==> config.mk <==
export PLATFORM = sky130hd
export DESIGN_NAME = lshift_ctrl
export DESIGN_NICKNAME = d
export VERILOG_FILES = /design/src/rtl/lshift_ctrl.sv
export SDC_FILE = /design/constraint.sdc
export NUM_CORES = 1
export LEC_CHECK = 0
export ABC_AREA = 0
export CORE_MARGIN = 2
export CORE_UTILIZATION = 52
export CTS_BUF_LIST = sky130_fd_sc_hd__clkbuf_2 sky130_fd_sc_hd__clkbuf_4 sky130_fd_sc_hd__clkbuf_8
export DETAILED_ROUTE_END_ITERATION = 8
export GPL_TIMING_DRIVEN = 0
export PLACE_DENSITY = 0.92
export SLEW_MARGIN = 10
export SYNTH_ARGS = -nofsm -noshare
export SYNTH_HDL_FRONTEND = slang
export SYNTH_SLANG_ARGS = --single-unit
==> constraint.sdc <==
create_clock -name clk -period 3.9 [get_ports clk]
set_input_delay 0.39 -clock clk [delete_from_list [all_inputs] [get_ports clk]]
set_output_delay 0.39 -clock clk [all_outputs]
set_load 0.01 [all_outputs]
==> src/rtl/lshift_ctrl.sv <==
// Sequencer for a parameterised left-shift register: accepts one load/shift
// operation per handshake, strobes the register, and returns data plus spilled bits.
module lshift_ctrl #(
    parameter int WIDTH = 8,
    parameter int AW    = $clog2(WIDTH + 1)
) (
    input  logic             clk,
    input  logic             rst_b,
    input  logic             op_valid,
    output logic             op_ready,
    input  logic [WIDTH-1:0] op_data,
    input  logic [AW-1:0]    op_amt,
    input  logic             op_fill,
    output logic             reg_load,
    output logic             reg_shift,
    output logic [WIDTH-1:0] reg_din,
    output logic             reg_sh_in,
    input  logic [WIDTH-1:0] reg_q,
    input  logic             reg_sh_out,
    output logic             res_valid,
    input  logic             res_ready,
    output logic [WIDTH-1:0] res_data,
    output logic [WIDTH-1:0] res_spill,
    output logic             busy
);

    typedef enum logic [1:0] {
        ST_IDLE  = 2'd0,
        ST_LOAD  = 2'd1,
        ST_SHIFT = 2'd2,
        ST_DONE  = 2'd3
    } state_t;

    localparam logic [AW-1:0] AMT_MAX = AW'(WIDTH);
    localparam logic [AW-1:0] AMT_ONE = AW'(1);

    state_t          state_r;
    logic [AW-1:0]   amt_r;
    logic [AW-1:0]   cnt_r;
    logic [AW-1:0]   amt_sat_s;
    logic [WIDTH-1:0] final_q_s;

    // Saturate the requested amount so the counter never exceeds WIDTH shifts.
    always_comb begin
        amt_sat_s = op_amt;
        if (op_amt > AMT_MAX) begin
            amt_sat_s = AMT_MAX;
        end else begin
            amt_sat_s = op_amt;
        end
    end

    // Register contents that the final shift edge settles to.
    always_comb begin
        final_q_s = {reg_q[WIDTH-2:0], reg_sh_in};
    end

    // Operation sequencer with registered strobes and result outputs.
    always_ff @(posedge clk or negedge rst_b) begin
        if (!rst_b) begin
            state_r   <= ST_IDLE;
            amt_r     <= {AW{1'b0}};
            cnt_r     <= {AW{1'b0}};
            op_ready  <= 1'b1;
            reg_load  <= 1'b0;
            reg_shift <= 1'b0;
            reg_din   <= {WIDTH{1'b0}};
            reg_sh_in <= 1'b0;
            res_valid <= 1'b0;
            res_data  <= {WIDTH{1'b0}};
            res_spill <= {WIDTH{1'b0}};
            busy      <= 1'b0;
        end else begin
            case (state_r)
                ST_IDLE: begin
                    if (op_valid) begin
                        state_r   <= ST_LOAD;
                        reg_din   <= op_data;
                        reg_sh_in <= op_fill;
                        amt_r     <= amt_sat_s;
                        res_spill <= {WIDTH{1'b0}};
                        op_ready  <= 1'b0;
                        busy      <= 1'b1;
                        reg_load  <= 1'b1;
                    end else begin
                        state_r   <= ST_IDLE;
                        op_ready  <= 1'b1;
                        busy      <= 1'b0;
                    end
                end
                ST_LOAD: begin
                    reg_load <= 1'b0;
                    if (amt_r == {AW{1'b0}}) begin
                        // Nothing to shift: the register simply holds the loaded value.
                        state_r   <= ST_DONE;
                        res_data  <= reg_din;
                        res_valid <= 1'b1;
                    end else begin
                        state_r   <= ST_SHIFT;
                        cnt_r     <= amt_r;
                        reg_shift <= 1'b1;
                    end
                end
                ST_SHIFT: begin
                    res_spill <= {res_spill[WIDTH-2:0], reg_sh_out};
                    cnt_r     <= cnt_r - AMT_ONE;
                    if (cnt_r == AMT_ONE) begin
                        state_r   <= ST_DONE;
                        reg_shift <= 1'b0;
                        res_valid <= 1'b1;
                        res_data  <= final_q_s;
                    end else begin
                        state_r   <= ST_SHIFT;
                        reg_shift <= 1'b1;
                    end
                end
                ST_DONE: begin
                    if (res_ready) begin
                        state_r   <= ST_IDLE;
                        res_valid <= 1'b0;
                        op_ready  <= 1'b1;
                        busy      <= 1'b0;
                    end else begin
                        state_r   <= ST_DONE;
                        res_valid <= 1'b1;
                    end
                end
                default: begin
                    state_r   <= ST_IDLE;
                    op_ready  <= 1'b1;
                    reg_load  <= 1'b0;
                    reg_shift <= 1'b0;
                    res_valid <= 1'b0;
                    busy      <= 1'b0;
                end
            endcase
        end
    end

endmodule

==> summary.md <==
| Metric | Value |
|---|---|
| Post CTS Setup Buffer Count | `0` |
| F_max | `between 400 and 500 MHz` |
| Residual DRC | `0` |
| GRT Total Usage | `between 20% and 30%` |
| Relative slew slack | `about a third` |
| Vias in the first global route | `~1500` |
| Fin Setup TNS | `0 ps` |
| # rows | `22` |
| Clk_skew | `4.89 ps` |
| Post_cts resized | `0` |
| Min Tclk post-route | `roughly 2200 ps` |
| Routed WL | `around 4200 um` |
| Worst hold path class | `input pin to async pin` |
| Chip height | `around 65 um` |
| Synth cell types | `33` |
| Initial core utilization | `roughly 53%` |
| CP Capture Type | `register` |
| Die ar. | `roughly 0.0042 mm2` |
| Worst-Margin Slew | `a little under 1000 ps` |
| I/O pins | `56` |
| Die W | `~65 um` |
| CTS tree | `done` |
| Pre-Repair DR Iteration Count | `4` |
| Clk pwr share | `17.1%` |
| Layout fillers | `255` |
| Unrepaired setup endpoints after global routing | `no` |
| Tcrit/Tclk final | `between 50 and 60%` |
| CTS Hold Bufs | `0` |
| Initial antenna violation count | `0` |
| FF+latch area | `roughly 0.001 mm2` |
| Status | `finished, final reports clean` |
| Multi-input gate area | `853 um2` |
| Post-Syn Area | `0.00191 mm2` |
| Routed len/inst | `~16 um` |
| Data arrival time of the critical path | `between 2000 and 2500 ps` |
| Total CTS buffers | `5` |
| First-iteration detailed-routing DRC count | `69` |
| Leakage | `~1.1 nW` |
| FF-to-FF Start | `cnt_r[1]$_DFFE_PN0P_` |
| Pwr Density | `approximately 800 mW/mm2` |
| Critical path class | `register to register` |
| Critical Path Start Type | `register` |
| Launch point of the critical path | `cnt_r[1]$_DFFE_PN0P_` |
| I/O Buffers | `54` |
| Share of cells above drive strength 1 | `about a fifth` |
| Synthesis Warnings | `0` |
| Clock transition at the registers of the reported paths | `80 ps` |
| Antenna Cells | `0` |
| Vias per cell | `between 5 and 6` |
| Max Slew Vio Count | `0` |
| Final HPWL DP | `a little under 3000 um` |
| Worst vdd ir | `~450 uV` |
| P&R area growth vs syn | `39.2%` |
| Sequential fraction of design power | `34.7%` |
| Net Switching | `around 750 uW` |
| Syn_area_per_cell | `~12 um2` |
| Worst-Skew Late Latency | `between 200 and 300 ps` |
| Crit-path max FO | `8` |
| GRT overflow | `0` |
| Pin count of the biggest net entering global routing | `24` |
| Seq cells post-synth | `40` |
| Final hold vios | `0` |
| First-pass GRT wire length | `7150 um` |
| Net count after synthesis | `189` |
| Final setup violation count | `0` |
| Combinational Power Share | `just under 50%` |
| Util after Layout | `approximately three quarters` |
| Nets | `approximately 250` |
| Routed vias | `between 1000 and 1500` |
| Post-Syn Instances | `between 150 and 200` |
| Maxcap violations | `0` |
| Overall power | `2.14 mW` |
| Switch share | `between 30% and 40%` |
| H-tree depth | `2` |
| Internal power | `~1.4 mW` |
| Root Driver | `clkbuf_8` |
| Placer's final routability congestion estimate | `around 0.82` |
| Sequential fraction of the synthesis area | `a little over half` |
| Clk buf depth | `2` |
| DRT antenna net count | `0` |
| Core area | `~0.0036 mm2` |
| Clk sinks | `40` |
| Data required, critical path | `about 4000 ps` |
stage by stage:
step / hold WS (ps) / instances / worst slack (ps) / area (um2)
final: 31.2 / 267 / 1740 / 2660
after global routing: 63.7 / 267 / 1590 / 2660
after detailed placement: 353 / 259 / 1730 / 2530
after floorplan: 94.4 / 156 / 2010 / 1910
after CTS: 39.7 / 267 / 1740 / 2660
after global placement: 493 / 258 / 1510 / 2510
worst paths after layout:
kind,endpoint,slack (ps),depth (start not counted)
hold reg to reg,res_data[2]$_DFFE_PN0P_,520,1
setup / recovery,res_data[0]$_DFFE_PN0P_,1740,5
setup reg to reg,res_data[0]$_DFFE_PN0P_,1740,5
hold / removal,cnt_r[1]$_DFFE_PN0P_,30,1
max in group asynchronous,op_ready$_DFFE_PN1P_,3330,2
min in group clk,res_data[2]$_DFFE_PN0P_,520,1
flip-flops by register name, summed over array words and instances (netlist names), 2 cells and up:
| signal | count |
|---|---|
| amt_r | 4 |
| cnt_r | 4 |
| reg_din | 8 |
| res_data | 8 |
| res_spill | 8 |
| state_r | 2 |
Yosys cell counts, drive strengths merged:
| cell type | instances | area [um2] |
|---|---|---|
| dfrtp | 39 | 976 |
| mux2 | 27 | 304 |
| o21ai | 13 | 65.1 |
| inv | 9 | 33.8 |
| nand2 | 9 | 33.8 |
| a22o | 8 | 70.1 |
| ha | 7 | 87.6 |
| a211oi | 5 | 50.1 |
| nand2b | 5 | 31.3 |
| clkbuf | 4 | 15.0 |
| mux2i | 4 | 40.0 |
| a21oi | 3 | 15.0 |
| nor2 | 3 | 11.3 |
| a211o | 2 | 18.8 |
| and2 | 2 | 12.5 |
| buf | 2 | 7.51 |
| a21o | 1 | 7.51 |
| a221o | 1 | 10.0 |
| and4bb | 1 | 12.5 |
| dfstp | 1 | 26.3 |
| nand3b | 1 | 7.51 |
| nor2b | 1 | 6.26 |
| nor4 | 1 | 6.26 |
| o221a | 1 | 11.3 |
| o22ai | 1 | 6.26 |
| o311ai | 1 | 8.76 |
| o32ai | 1 | 8.76 |
| o41a | 1 | 11.3 |
| or3b | 1 | 8.76 |
| or4 | 1 | 8.76 |
layer usage:
metal  track usage (%)  part of all wire [%]  vias to the layer above
met3              7.29                   6.0                        6
met1              28.1                    43                      728
met4              4.79                  0.90                        0
met2              38.5                    50                       51
met5                 0                     0                        -
li1                  -                     -                      694
cell families (layout without fill, tap and decap cells):
kind of cell / count (synthesis) / in the layout / synth area share, %
flops: 40 / 40 / 52.4
compound gates: 38 / 38 / 14.8
mux: 31 / 31 / 18.0
simple gates: 25 / 25 / 7.26
buf+inv: 15 / 78 / 2.94
fa+ha+maj: 7 / 7 / 4.58
power by group through the flow:
| stage | sequential [mW] | clock, mW | combinational (mW) |
|---|---|---|---|
| finish | 0.741 | 0.366 | 1.03 |
| floorplan | 0.769 | 0 | 0.567 |
| global placement | 0.732 | 0 | 0.980 |
| global route | 0.763 | 0.392 | 1.12 |
| detailed placement | 0.737 | 0 | 1.02 |
| CTS | 0.739 | 0.372 | 1.04 |
area by class of cell:
cell class	count	share of cell area, %
flip-flops and latches	40	37.7
multi-input cells	101	32.1
repair buffers	55	21.2
clock buffers	7	3.62
well taps	48	2.26
inverters	9	1.27
clock inverters	1	1.13
plain buffers	6	0.846
critical path: stages (launching register included):
cell      delay (ps)
dfrtp_1          420
inv_1            100
ha_1             160
or3b_1           420
a211oi_4         530
mux2_2           400
placed cells by master, fill, tap and decap left out, drive strengths merged:
master         instances
or3b                   1
mux2i                  4
a21oi                  3
and2                   2
ha                     7
inv                    9
a221o                  1
o22ai                  1
a211oi                 5
o221a                  1
nand2                  9
mux2                  27
clkbuf                11
a21o                   1
a211o                  2
and4bb                 1
nand2b                 5
a22o                   8
dfrtp                 39
nor2b                  1
or4                    1
nor4                   1
clkdlybuf4s50         53
o21ai                 13
o32ai                  1
nor2                   3
o41a                   1
buf                    4
o311ai                 1
dfstp                  1
nand3b                 1
bufinv                 1
(Power assumes the default switching activity.)
